File: src/rtl/shift_pkg.sv
// Shared constants, state encoding and stage-amount table for the iterative right shifter.
package shift_pkg;

  localparam int WIDTH   = 32;
  localparam int SHAMT_W = 5;

  typedef enum logic [1:0] {
    S_IDLE  = 2'd0,
    S_SHIFT = 2'd1,
    S_DONE  = 2'd2
  } state_e;

  // Shift distance per stage index k; unused indices shift by zero.
  localparam logic [SHAMT_W-1:0] STAGE_AMT [8] = '{
    5'd1, 5'd2, 5'd4, 5'd8, 5'd16, 5'd0, 5'd0, 5'd0
  };

  function automatic logic [SHAMT_W-1:0] stage_amt(input logic [2:0] k);
    return STAGE_AMT[k];
  endfunction

endpackage

File: src/rtl/sr_stage.sv
// One conditional right-shift stage: shifts by 2^k with the vacated top bits set to fill.
module sr_stage
  import shift_pkg::*;
(
  input  logic [WIDTH-1:0] in_data,
  input  logic [2:0]       k_idx,
  input  logic             en,
  input  logic             fill,
  output logic [WIDTH-1:0] out_data
);

  logic [SHAMT_W-1:0] amt;
  logic [WIDTH-1:0]   fill_mask;

  always_comb begin
    amt       = stage_amt(k_idx);
    fill_mask = fill ? ~({WIDTH{1'b1}} >> amt) : '0;
    out_data  = en ? ((in_data >> amt) | fill_mask) : in_data;
  end

endmodule

File: src/rtl/sr_iter_shifter.sv
// Multi-cycle 32-bit SRL/SRA: one stage reused over five cycles (k = 4..0), fixed latency,
// valid/ready on both sides.
module sr_iter_shifter
  import shift_pkg::*;
(
  input  logic               clock,
  input  logic               reset,
  input  logic               in_valid,
  output logic               in_ready,
  input  logic [WIDTH-1:0]   in_data,
  input  logic [SHAMT_W-1:0] in_shamt,
  input  logic               in_arith,
  output logic               out_valid,
  input  logic               out_ready,
  output logic [WIDTH-1:0]   out_data,
  output logic               busy
);

  state_e             state_q, state_d;
  logic [WIDTH-1:0]   acc_q, acc_d;
  logic [WIDTH-1:0]   out_data_q, out_data_d;
  logic [SHAMT_W-1:0] shamt_q, shamt_d;
  logic [2:0]         k_q, k_d;
  logic               fill_q, fill_d;
  logic               out_valid_q, out_valid_d;
  logic               stage_en;
  logic [WIDTH-1:0]   stage_out;

  assign stage_en = (state_q == S_SHIFT) && shamt_q[k_q];

  sr_stage u_stage (
    .in_data  (acc_q),
    .k_idx    (k_q),
    .en       (stage_en),
    .fill     (fill_q),
    .out_data (stage_out)
  );

  always_comb begin
    state_d     = state_q;
    acc_d       = acc_q;
    out_data_d  = out_data_q;
    shamt_d     = shamt_q;
    k_d         = k_q;
    fill_d      = fill_q;
    out_valid_d = out_valid_q;
    case (state_q)
      S_IDLE: begin
        if (in_valid) begin
          acc_d   = in_data;
          shamt_d = in_shamt;
          fill_d  = in_arith & in_data[WIDTH-1];
          k_d     = 3'd4;
          state_d = S_SHIFT;
        end
      end
      S_SHIFT: begin
        acc_d = stage_out;
        if (k_q == 3'd0) begin
          out_data_d  = stage_out;
          out_valid_d = 1'b1;
          state_d     = S_DONE;
        end else begin
          k_d = k_q - 3'd1;
        end
      end
      S_DONE: begin
        if (out_ready) begin
          out_valid_d = 1'b0;
          state_d     = S_IDLE;
        end
      end
      default: begin
        out_valid_d = 1'b0;
        state_d     = S_IDLE;
      end
    endcase
  end

  always_ff @(posedge clock or negedge reset) begin
    if (!reset) begin
      state_q     <= S_IDLE;
      acc_q       <= '0;
      out_data_q  <= '0;
      shamt_q     <= '0;
      k_q         <= '0;
      fill_q      <= 1'b0;
      out_valid_q <= 1'b0;
    end else begin
      state_q     <= state_d;
      acc_q       <= acc_d;
      out_data_q  <= out_data_d;
      shamt_q     <= shamt_d;
      k_q         <= k_d;
      fill_q      <= fill_d;
      out_valid_q <= out_valid_d;
    end
  end

  assign in_ready  = (state_q == S_IDLE);
  assign busy      = (state_q != S_IDLE);
  assign out_valid = out_valid_q;
  assign out_data  = out_data_q;

endmodule

File: config.mk
export PLATFORM = sky130hd
export DESIGN_NAME = sr_iter_shifter
export DESIGN_NICKNAME = d
export VERILOG_FILES = /design/src/rtl/shift_pkg.sv /design/src/rtl/sr_stage.sv /design/src/rtl/sr_iter_shifter.sv
export SDC_FILE = /design/constraint.sdc
export NUM_CORES = 1
export LEC_CHECK = 0
export ABC_AREA = 0
export ABC_CLOCK_PERIOD_IN_PS = 5100
export BUFFER_PORTS_ARGS = -buffer_cell sky130_fd_sc_hd__buf_2
export CELL_PAD_IN_SITES_DETAIL_PLACEMENT = 0
export CELL_PAD_IN_SITES_GLOBAL_PLACEMENT = 1
export CORE_ASPECT_RATIO = 1.75
export CORE_UTILIZATION = 45
export DETAILED_ROUTE_END_ITERATION = 10
export PLACE_DENSITY_LB_ADDON = 0.2
export RECOVER_POWER = 50
export SLEW_MARGIN = 15
export SYNTH_ARGS = -nofsm -noshare
export SYNTH_HDL_FRONTEND = slang
export SYNTH_SLANG_ARGS = --single-unit
File: constraint.sdc
create_clock -name clock -period 5.1 [get_ports clock]
set_input_delay 0.255 -clock clock [delete_from_list [all_inputs] [get_ports clock]]
set_output_delay 0.255 -clock clock [all_outputs]
set_load 0.01 [all_outputs]
==> results list, run 1 <==
* Run status: finished clean
- Clock latency on the worst-skew pair, taken at its later pin, is 350 ps.
* Worst min-delay path category: input port to asynchronous set/reset pin
* Cell with the most instances after synthesis: sky130_fd_sc_hd__nand2_1
- The tool flagged a number of max-cap violations equal to 0.
* Yosys warns: 0
* Largest family of logic cells by synthesized area: compound AO/OA/AOI/OAI gates
- Clk network pwr share: 11.4%
* Final-layout fill cell count: 1292
- TritonCTS built the clock tree.
- Total power for the finished layout comes to 5.42 mW.
* Setup TNS: 0 ps
- The worst setup path is launched from a flop.
- GP Congestion: 0.990
- Post-Synth Simple-Gate Area: 19.1%
* Slowest cell on the critical path: sky130_fd_sc_hd__a221oi_1
- The H-tree generated during clock tree synthesis spans 3 levels.
* Fraction of final layout cells with drive strength greater than 1: 16.7%
- Die H: 153 um
- The clock net in this run drives a total of 76 sinks.
* Relative area change from synthesis to final layout: 11.0%
- Post-synth EDFFs: 0
- Delay contributed by the slowest stage of the critical path: 730 ps
* Synthesized-area fraction occupied by adder cells: 1.07%
- The worst setup path is captured at a flop.
- CTS Hold Buffers Added: 0
- The count of nets left with antenna violations once routing finished came out at 0.
- The commonest cells after synthesis are sky130_fd_sc_hd__nand2_1, sky130_fd_sc_hd__dfrtp_1, sky130_fd_sc_hd__o21ai_0, sky130_fd_sc_hd__nor2_1.
* Mean instance size in the synthesized netlist: 8.21 sq um
- Clock input transition at the sequential cells of the worst setup and hold paths: 60 ps
- The tree is rooted in a sky130_fd_sc_hd__clkbuf_16.
- GRT Total Usage: 36.1%
* Largest net degree at the start of global routing: 77
* Largest vdd supply drop: 0.492 mV
- After detailed routing, the total wire length is 23400 um.
- Static Leak: 2.75 nW
- Final routed wire length divided by cell count: 25.4 um
* Flip-flop cell with the highest count after synthesis: sky130_fd_sc_hd__dfrtp_1
- Dominant cell type by area after synthesis: sky130_fd_sc_hd__dfrtp_1
- Counting every net in the synthesized netlist gives 762.
- Summed over all nets, the switching power comes to 2.90 mW.
- Number of search-and-repair iterations in the first detailed-routing pass: 6
- Maximum clock rate: 0.268 GHz
- Chip width: 88.3 um
- Final Net Count: 798
- Sequential fraction of design power: 25.4%
- Clock buffer count from CTS: 9
- Fraction of post-synthesis cell area in the top cell type by area: 32.4%
* Data arrival time at the worst-slack endpoint: 3960 ps
- No sink is reached through more buffers than the 2 on the longest clock path.
- After clock tree synthesis, the setup repair step added 0 buffers.
- Setup repair after global routing missed its margin: no
* Final Setup Violations: 0
- Data required, critical path: 5330 ps
* Pwr Density: 832 nW/um^2
* Core footprint: 12600 sq um
* Post-Synthesis Cell Area: 5870 sq um
- Post-route clock period utilization: 73.3%
- Measured against the total synthesized area, the mux share comes to 9.04%.
- After synthesis, the cell types taking the most area are sky130_fd_sc_hd__dfrtp_1, sky130_fd_sc_hd__nand2_1, sky130_fd_sc_hd__o21ai_0.
- Total I/O pin count: 77
- Largest clock skew in the final design: 8.67 ps
- Number of cell rows: 54
- Final critical-path required period: 3740 ps
- The synthesized netlist devotes 31.4% of its cell area to compound gates.
- In this run, post-CTS repair resized a total of 0 instances.
- Number of synthesized register bits: 76
* Xor and xnor fraction of the mapped netlist area: 0.149%
* Design internal power: 2.52 mW
* Actual transition at the worst max-transition pin: 977 ps
* Normalized max-slew margin: 34.7%
- Share of total power consumed by net switching: 53.5%
- Overflow after GRT: 0
* Initial antenna violation count: 0
- The via count of the first global-routing pass is 6019.
* ANT cells: 0
* Wire length of the first global-routing pass: 36100 um
* Critical path's most frequent cell: sky130_fd_sc_hd__o21ai_0
- Sequence of cells on the critical path: inv_1 -> ha_1 -> buf_4 -> or2_2 -> o21ai_0 -> a221oi_1 -> o22ai_1 -> nor3b_1 -> o21ai_0
- Final routed DRC violation total: 0
- After the first detailed-routing iteration, the DRC count stood at 897.
- The final-report hold violation count was 0.
* Initial Utilization: 46.7%
- After synthesis, the share of flip-flops with an asynchronous set or reset is 100%.
- During placement, the flow inserted port buffers numbering 76.
- Post-Synthesis Cells: 715
- Power share of the combinational group: 63.2%
- Maximum fanout along the worst path: 16
* Count of distinct cell types in the synthesized netlist: 76
- Detailed routing inserted a total of 6135 vias.
* Kind of critical path: flop to flop
* Count of final max-slew check failures: 0
- The die covers 13500 sq um.
* Average via count per standard cell: 6.64
- Summing the sequential cell areas from Yosys gives 32.4% of the chip area.
* Detail Placement HPWL: 16900 um
==> cell type report <==
cell class | instances | area (sq um) | area share [%]
multi-input combinational | 556 | 3570 | 54.8
sequential | 76 | 1900 | 29.2
timing repair buffer | 96 | 512 | 7.85
clock buffer | 11 | 243 | 3.73
tap | 168 | 210 | 3.23
inverter | 12 | 45.0 | 0.691
clock inverter | 5 | 36.3 | 0.557
==> layout by cell type, fill, tap and decap left out, types with 7 or more instances in the layout <==
master,synthesis,routed
sky130_fd_sc_hd__a22o_1,8,8
sky130_fd_sc_hd__o211ai_1,12,12
sky130_fd_sc_hd__nor2_1,55,55
sky130_fd_sc_hd__o21ai_1,11,11
sky130_fd_sc_hd__buf_4,10,21
sky130_fd_sc_hd__a22oi_1,22,22
sky130_fd_sc_hd__dfrtp_1,76,76
sky130_fd_sc_hd__nand2b_1,10,10
sky130_fd_sc_hd__o21ai_0,70,70
sky130_fd_sc_hd__a21oi_1,36,36
sky130_fd_sc_hd__mux4_2,8,8
sky130_fd_sc_hd__nor2b_1,7,7
sky130_fd_sc_hd__o31ai_1,9,9
sky130_fd_sc_hd__clkbuf_16,0,9
sky130_fd_sc_hd__o22ai_1,19,19
sky130_fd_sc_hd__nor3_1,10,10
sky130_fd_sc_hd__mux2_2,8,8
sky130_fd_sc_hd__mux2i_1,26,26
sky130_fd_sc_hd__nand2_1,103,103
sky130_fd_sc_hd__a211oi_1,14,14
sky130_fd_sc_hd__clkbuf_1,36,18
sky130_fd_sc_hd__inv_1,11,11
sky130_fd_sc_hd__nand3_1,12,12
sky130_fd_sc_hd__buf_2,21,58
==> power groups by stage <==
stage	clock (mW)	combinational, mW	sequential [mW]
after global routing	0.645	3.70	1.41
after floorplan	0	2.50	1.15
after CTS	0.621	3.38	1.36
final	0.616	3.43	1.38
after global placement	0	3.34	1.36
after detailed placement	0	3.37	1.37
==> worst max-delay path, delay by kind of cell (launching register included) <==
family / cells / cell delay, ps
adder cells (fa/ha/maj): 1 / 600
buffers and inverters: 2 / 500
flip-flops: 1 / 470
AND/OR/NAND/NOR: 2 / 680
AO/OA/AOI/OAI: 4 / 1360
==> kinds of logic (layout without fill, tap and decap cells) <==
family,count (synthesis),in the layout
fa+ha+maj,5,5
flops,76,76
buf+inv,83,124
simple gates,238,238
mux,42,42
xor+xnor,1,1
compound gates,270,270
==> path summary, 6_finish.rpt <==
kind / slack [ps] / cells after the start / from / to
worst max register to register: 1360 / 9 / k_q[0] / out_data[19]
worst min-delay path: 70 / 1 / reset / out_data[12]
min in group clock: 90 / 3 / in_shamt[2] / shamt_q[2]
worst min register to register: 480 / 2 / out_data[20] / out_data[20]
max in group asynchronous: 4410 / 1 / reset / acc_q[4]
worst max-delay path: 1360 / 9 / k_q[0] / out_data[19]
==> stage by stage <==
| step | util (%) | hold slack [ps] | area (sq um) | instances | setup WS [ps] |
|---|---|---|---|---|---|
| 2_1_floorplan | - | -40.6 | 5870 | 715 | 2760 |
| 3_3_place_gp | 49.8 | 445 | 6260 | 908 | 1510 |
| 3_5_place_dp | 49.8 | 460 | 6260 | 908 | 1480 |
| 4_1_cts | 52.0 | 96.8 | 6540 | 924 | 1470 |
| 5_1_grt | 51.9 | 112 | 6520 | 924 | 1300 |
| 6_report | 51.9 | 66.0 | 6520 | 924 | 1360 |
==> flip-flops by register name, indices dropped and copies added, names as in the netlist <==
name / count
out_data: 32
state_q: 2
acc_q: 32
out_valid: 1
fill_q: 1
shamt_q: 5
k_q: 3
==> metal layers <==
metal	vias up	routed length [um]	global-route usage, %
met2	331	11600	58.6
met3	88	1490	5.51
li1	2744	-	-
met5	-	0	0
met1	2972	9000	44.5
met4	0	1350	20.9
Note: power is estimated with default switching activity, not from simulation.
==> run 2, diff against run 1 <==
--- a/config.mk
+++ b/config.mk
@@ -6,12 +6,12 @@
 export NUM_CORES = 1
 export LEC_CHECK = 0
 export ABC_AREA = 0
-export ABC_CLOCK_PERIOD_IN_PS = 5100
+export ABC_CLOCK_PERIOD_IN_PS = 3100
 export BUFFER_PORTS_ARGS = -buffer_cell sky130_fd_sc_hd__buf_2
 export CELL_PAD_IN_SITES_DETAIL_PLACEMENT = 0
 export CELL_PAD_IN_SITES_GLOBAL_PLACEMENT = 1
 export CORE_ASPECT_RATIO = 1.75
-export CORE_UTILIZATION = 45
+export CORE_UTILIZATION = 40
 export DETAILED_ROUTE_END_ITERATION = 10
 export PLACE_DENSITY_LB_ADDON = 0.2
 export RECOVER_POWER = 50
==> constraint.sdc (replaced) <==
create_clock -name clock -period 3.1 [get_ports clock]
set_input_delay 0.155 -clock clock [delete_from_list [all_inputs] [get_ports clock]]
set_output_delay 0.155 -clock clock [all_outputs]
set_load 0.01 [all_outputs]
==> results list, run 2 (same netlist as run 1, synthesis figures left out) <==
- Global-route met2 utilization: 58.8% (+0.25 points)
- Initial Utilization: 40.8% (-5.9 points)
* Design internal power: 4.80 mW (+91%)
- Die area: 15200 sq um (+12%)
- The overall overflow remaining after global route was 0 (unchanged).
- The data required time at the worst endpoint is 3310 ps (-2020 ps).
- Clk network pwr share: 11.4% (about the same)
* Setup repair after global routing missed its margin: no
* Relative area change from synthesis to final layout: 19.8%
* Kind of critical path: flop to flop
- Number of vias after detailed routing: 6549 (+6.7%)
* GRT Total Usage: 35.3% (-0.86 points)
* Setup TNS: 0 ps (unchanged)
- The first-pass GRT wire length is 39100 um (+8.4%).
- Startpoint of the lowest-slack hold path: in_shamt[3]
* Clock input transition at the sequential cells of the worst setup and hold paths: 60 ps (about the same)
- Counting stages on the worst path, the most repeated cell is sky130_fd_sc_hd__inv_1.
- Cell area after placement: 6710 sq um (+7.3%)
* Final Net Count: 853 (+6.9%)
* Data arrival time at the worst-slack endpoint: 3090 ps (-870 ps)
- The slew at the pin with the worst max-slew slack came to 1940 ps (+966 ps).
* Sequential fraction of design power: 22.6% (-2.8 points)
- Core footprint: 14400 sq um (+14%)
- The final-report hold violation count came to 0 (unchanged).
- Clock buffer count from CTS: 9 (unchanged)
- The placer's final routability congestion estimate is 0.998 (+0.78%).
- Number of DRC markers after the initial detailed-route iteration: 690 (-23%)
- Number of search-and-repair iterations in the first detailed-routing pass: 5 (-1)
- The clock sink count was 76 (unchanged).
* ANT cells: 0 (unchanged)
- Worst min-delay path category: input port to flop
- Met3 global-route usage: 6.60% (+1.1 points)
- The worst hold slack came to 6.22 ps (-59.7 ps).
* Sequence of cells on the critical path: inv_1 -> ha_2 -> inv_1 -> o31ai_1 -> a221oi_1 -> o22ai_1 -> nor3b_1 -> o21ai_0
- The fmax was 0.348 GHz (+30%).
- The worst setup path is captured at a flop.
- The number of placement rows came to 58 (+7.4%).
- The net switching component of the power was 5.11 mW (+76%).
* Share of total power consumed by net switching: 51.5% (-2.0 points)
- The peak supply drop is 0.583 mV (+19%).
- The combinational fraction of design power came to 66.0% (+2.8 points).
- Among cell families on the critical path, the largest total delay comes from compound AO/OA/AOI/OAI gates.
- The pin count of the biggest net entering global routing was 77 (unchanged).
* Final critical-path required period: 2870 ps (-864 ps)
- The total design power is 9.91 mW (+83%).
- STA classifies the critical path startpoint as a flop.
- Count of final max-slew check failures: 77 (+77)
- Number of global-route vias before repair: 6436 (+6.9%)
- The highest net fanout along the worst path came to 13 (-3).
* Post-route clock period utilization: 92.7% (+19 points)
- Normalized max-slew margin: -29.5% (-64 points)
- Die H: 162 um (+6.0%)
- Count of max-cap constraint violations: 1 (+1)
- Worst-skew pair later-pin latency: 340 ps (about the same)
* CTS root buf: sky130_fd_sc_hd__clkbuf_16
* Busiest grt layer: met2
- Pwr Density: 1410 nW/um^2 (+69%)
- The number of I/O port buffers was 76 (unchanged).
- Final-layout fill cell count: 1511 (+17%)
- Tracing the worst setup path back leads to its startpoint at k_q[0].
- Final Setup Violations: 0 (unchanged)
- The HPWL reported at the end of detailed placement is 19700 um (+16%).
- The number of antenna violations at the first check in global routing is 0 (unchanged).
- Largest clock skew in the final design: 7.35 ps (-1.33 ps)
* Slowest cell on the critical path: sky130_fd_sc_hd__inv_1
- Reg-to-reg startpoint: k_q[0]
* Static Leak: 3.05 nW (+11%)
- Bufs on Longest Clock Path: 2 (unchanged)
- TritonCTS built the clock tree.
- The worst stage delay on the critical path came to 520 ps (-210 ps).
- Final routed wire length divided by cell count: 26.3 um (+3.6%)
- Final routed DRC violation total: 0 (unchanged)
- The die span in x was 93.6 um (+5.9%).
- Fraction of final layout cells with drive strength greater than 1: 22.4% (+5.7 points)
* Residual antenna-violating net count after detailed routing: 0 (unchanged)
- The final non-filler cell area is 7030 sq um (+7.9%).
- The top cell types in the final layout, fill and taps aside, are sky130_fd_sc_hd__nand2_1, sky130_fd_sc_hd__dfrtp_1, sky130_fd_sc_hd__o21ai_0.
* Violated checks: max-capacitance violations, max-slew violations
- Routing usage on met1: 39.8% (-4.7 points)
* Number of buffers and inverters on the critical path: 2 (unchanged)
- Average via count per standard cell: 6.62 (-0.27%)
- Total wire length: 26000 um (+11%)
* Total I/O pin count: 77 (unchanged)
- The library cell used most frequently in the layout, excluding fill and tap cells, is sky130_fd_sc_hd__nand2_1.
* Fraction of the core area covered by cells at the end of the flow: 48.9% (-2.9 points)
- The run finished, with violations left.
- The depth of the CTS H-tree came to 3 (unchanged).
-- run 2: changes by cell type in the layout (fill, tap and decap cells not counted), moves of 2 or more --
cell	before	now
sky130_fd_sc_hd__buf_12	0	4
sky130_fd_sc_hd__buf_4	21	69
sky130_fd_sc_hd__bufinv_16	0	2
sky130_fd_sc_hd__clkinvlp_4	3	0
sky130_fd_sc_hd__dlygate4sd3_1	0	2
sky130_fd_sc_hd__ha_1	4	2
sky130_fd_sc_hd__ha_2	1	3
-- run 2: repair_timing --
item | 4_1_cts | 5_1_grt
hold endpoints to repair | 2 | 0
gates resized for setup | 1 | 2
setup endpoints to repair | 4 | 7
buffers inserted | 0 | 1
hold buffers | 2 | 0
pin swaps | 0 | 1
-- run 2: path summary, 6_finish.rpt --
check / slack, ps / endpoint / cells after the start
max in group asynchronous: 1590 / acc_q[19] / 1
hold / removal: 6 / shamt_q[3] / 3
setup reg to reg: 230 / out_data[19] / 8
setup / recovery: 230 / out_data[19] / 8
hold reg to reg: 480 / out_data[24] / 2
min in group asynchronous: 330 / out_data[5] / 1
-- run 2: area by class of cell --
class / count / area [sq um] / share of cell area (%)
inverter: 12 / 45.0 / 0.641
clock buffer: 9 / 225 / 3.20
sequential: 76 / 1900 / 27.0
timing repair buffer: 151 / 977 / 13.9
tap: 180 / 225 / 3.20
clock inverter: 5 / 78.8 / 1.12
multi-input combinational: 556 / 3580 / 50.9
-- run 2: worst register-to-register path, cell delays in order (launching register included) --
cell                       delay (ps)
sky130_fd_sc_hd__dfrtp_1          480
sky130_fd_sc_hd__inv_1            130
sky130_fd_sc_hd__ha_2             280
sky130_fd_sc_hd__inv_1            530
sky130_fd_sc_hd__o31ai_1          180
sky130_fd_sc_hd__a221oi_1         490
sky130_fd_sc_hd__o22ai_1          210
sky130_fd_sc_hd__nor3b_1          320
sky130_fd_sc_hd__o21ai_0          140
-- run 2: stage by stage --
stage          std cells  setup WS, ps
2_1_floorplan        715           764
3_3_place_gp         972         -87.0
3_5_place_dp         972         -68.1
4_1_cts              988           185
5_1_grt              989           117
6_report             989           227
-- run 2: per-layer routing --
layer | routed length, um | share of wire (%)
met3 | 1840 | 7.1
met4 | 2030 | 7.8
met2 | 12800 | 49
met1 | 9330 | 36
met5 | 0 | 0
-- run 2: power groups by stage --
stage	Sequential (mW)	Combinational, mW	Clock, mW
global route	2.28	6.99	1.19
global placement	2.20	6.37	0
detailed placement	2.22	6.38	0
CTS	2.20	6.42	1.15
finish	2.24	6.55	1.13
floorplan	1.89	4.11	0
==> run 3, diff against run 2 <==
--- a/config.mk
+++ b/config.mk
@@ -6,12 +6,12 @@
 export NUM_CORES = 1
 export LEC_CHECK = 0
 export ABC_AREA = 0
-export ABC_CLOCK_PERIOD_IN_PS = 3100
+export ABC_CLOCK_PERIOD_IN_PS = 3150
 export BUFFER_PORTS_ARGS = -buffer_cell sky130_fd_sc_hd__buf_2
 export CELL_PAD_IN_SITES_DETAIL_PLACEMENT = 0
 export CELL_PAD_IN_SITES_GLOBAL_PLACEMENT = 1
 export CORE_ASPECT_RATIO = 1.75
-export CORE_UTILIZATION = 40
+export CORE_UTILIZATION = 44
 export DETAILED_ROUTE_END_ITERATION = 10
 export PLACE_DENSITY_LB_ADDON = 0.2
 export RECOVER_POWER = 50
==> constraint.sdc (replaced) <==
create_clock -name clock -period 3.15 [get_ports clock]
set_input_delay 0.1575 -clock clock [delete_from_list [all_inputs] [get_ports clock]]
set_output_delay 0.1575 -clock clock [all_outputs]
set_load 0.01 [all_outputs]
==> results list, run 3 (same netlist as run 1, synthesis figures left out) <==
* Run status: finished with violations
* Violated checks: max-capacitance violations, max-slew violations
- Count of final max-slew check failures: 77 (unchanged)
- Chip width: 89.3 um (-4.6%)
- The number of standard cells in the final layout excluding fillers is 990 (+0.10%).
- The share of final-layout standard cells stronger than drive strength 1 is 23.3% (+0.95 points).
- The final antenna diode count is 0 (unchanged).
- The total of max-cap violations was 1 (unchanged).
- The HPWL reported at the end of detailed placement is 18800 um (-4.3%).
- The all-layer global routing usage came to 36.8% (+1.6 points).
* Count of buffers added by post-CTS timing repair for setup: 0 (unchanged)
- TritonCTS sink count: 76 (unchanged)
* Data arrival time at the worst-slack endpoint: 3270 ps (+180 ps)
- Number of global-route vias before repair: 6390 (-0.71%)
- Final routed wire length divided by cell count: 24.7 um (-6.0%)
- The worst setup path is of the flop to flop kind.
- Number of cell rows: 55 (-5.2%)
- The violation count after the first detailed-route iteration was 511 (-26%).
- Initial Utilization: 45.4% (+4.5 points)
- The number of antenna violations at the first check in global routing came to 0 (unchanged).
- Final-layout fill cell count: 1304 (-14%)
- The power per standard cell area is 1370 nW/um^2 (-3.1%).
* Maximum fanout along the worst path: 11 (-2)
- Nature of the critical path endpoint: flop
- The summed negative setup slack over all endpoints was 0 ps (unchanged).
- Leaving out fill and tap cells, the most frequent cell in the layout is sky130_fd_sc_hd__nand2_1.
- Largest clock skew in the final design: 11.2 ps (+3.89 ps)
* Worst-skew pair later-pin latency: 350 ps (about the same)
- The fmax was 0.328 GHz (-5.7%).
* Number of search-and-repair iterations in the first detailed-routing pass: 7 (+2)
* # port buffers: 76 (unchanged)
- The pin count of the biggest net entering global routing was 77 (unchanged).
* CTS tree: yes
- The static power due to leakage came to 3.08 nW (+0.91%).
- The buffer depth of the longest clock path is 2 (unchanged).
- Final critical-path required period: 3050 ps (+174 ps)
- The floorplan core area is 12900 sq um (-10%).
* Average via count per standard cell: 6.50 (-1.8%)
- The top cell types in the final layout, fill and taps aside, are sky130_fd_sc_hd__nand2_1, sky130_fd_sc_hd__buf_4, sky130_fd_sc_hd__dfrtp_1.
* Cell area after placement: 6770 sq um (+0.76%)
* Overflow after GRT: 0 (unchanged)
- The first-pass GRT wire length came to 36900 um (-5.6%).
* Die H: 155 um (-4.6%)
- Relative area change from synthesis to final layout: 20.5%
- Total I/O pin count: 77 (unchanged)
- Clock input transition at the sequential cells of the worst setup and hold paths: 70 ps (about the same)
- Largest vdd supply drop: 0.712 mV (+22%)
- Clock buffer count from CTS: 9 (unchanged)
- Normalized max-slew margin: -26.7% (+2.8 points)
- The min-delay analysis places its worst path in the category input port to flop.
- The number of antenna-violating nets in the routed design is 0 (unchanged).
- Total wire length: 24400 um (-5.9%)
* Die area: 13800 sq um (-8.9%)
- The post-placement setup slack is 62.3 ps (+130 ps).
- The via count of the routed design came to 6436 (-1.7%).
- Minimum setup slack in the final design: 102 ps (-124 ps)
* Finished Cell Area: 7070 sq um (+0.60%)
* Final routed DRC violation total: 0 (unchanged)
- The count of placed standard cells including taps came to 973 (+0.10%).
* Setup repair after global routing missed its margin: no
* Category of the worst setup path launch point: flop
* Final Net Count: 861 (+0.94%)
* Actual transition at the worst max-transition pin: 1900 ps (-41.8 ps)
- The final-report hold violation count was 0 (unchanged).
* Post-route clock period utilization: 96.7% (+4.1 points)
- The depth of the CTS H-tree is 3 (unchanged).
- GP Congestion: 1.04 (+4.2%)
- In this run the clock root is driven by a sky130_fd_sc_hd__clkbuf_16.
- The data required time at the worst endpoint was 3370 ps (+60 ps).
- Final Setup Violations: 0 (unchanged)
[run 3: cell types whose count changed in the layout (fill, tap and decap cells not counted), moves of 2 or more]
cell / previous run / this run
sky130_fd_sc_hd__buf_4: 69 / 79
sky130_fd_sc_hd__clkinv_2: 2 / 0
sky130_fd_sc_hd__clkinvlp_4: 0 / 2
sky130_fd_sc_hd__inv_6: 0 / 2
[run 3: worst max-delay path: stages, from the launching register on]
cell and delay (ps):
sky130_fd_sc_hd__dfrtp_1 440, sky130_fd_sc_hd__inv_1 180, sky130_fd_sc_hd__ha_2 370, sky130_fd_sc_hd__buf_12 180, sky130_fd_sc_hd__or2_2 220, sky130_fd_sc_hd__nand2_1 170
sky130_fd_sc_hd__o221a_2 150, sky130_fd_sc_hd__a2111oi_0 590, sky130_fd_sc_hd__buf_4 210, sky130_fd_sc_hd__a2bb2oi_1 290, sky130_fd_sc_hd__o21ai_0 120
[run 3: repair_timing]
action	4_1_cts	5_1_grt
endpoints found under the hold margin	1	0
endpoints found under the setup margin	0	6
hold buffers	1	0
resized for setup	0	3
[run 3: area by class of cell]
class	instances	area, sq um	area share (%)
clock buffer	9	225	3.18
multi-input combinational	556	3580	50.7
clock inverter	7	82.6	1.17
inverter	12	45.0	0.637
timing repair buffer	159	1020	14.4
sequential	76	1900	26.9
tap	171	214	3.02
[run 3: power breakdown]
| group | total (mW) | switching [mW] | internal (mW) |
|---|---|---|---|
| sequential | 2.18 | 0.739 | 1.44 |
| combinational | 6.40 | 3.72 | 2.67 |
| clock | 1.08 | 0.456 | 0.626 |
[run 3: final timing paths]
check                      slack, ps  depth (start not counted)    startpoint           end
hold / removal                     3                          3   in_shamt[1]    shamt_q[1]
hold reg to reg                  470                          2  out_data[10]  out_data[10]
setup / recovery                 100                         10        k_q[1]  out_data[26]
min in group asynchronous        330                          1         reset  out_data[11]
setup reg to reg                 100                         10        k_q[1]  out_data[26]
max in group asynchronous       1690                          1         reset  out_data[16]
[run 3: layer usage]
metal,vias to the layer above,part of all wire (%),wire length (um),global-route usage (%)
li1,2867,-,-,-
met5,-,0,0,0
met3,120,6.4,1560,7.20
met4,0,7.7,1870,25.8
met2,348,49,11900,59.8
met1,3101,37,9140,42.3
[run 3: stage by stage]
step / power (mW) / util, % / hold WS [ps]
after global placement: 8.39 / 52.3 / 347
after detailed placement: 8.43 / 52.3 / 354
final: 9.66 / 54.7 / 3.37
after floorplan: 5.90 / - / -138
after global routing: 10.2 / 54.7 / 13.9
after CTS: 9.53 / 54.7 / 1.98
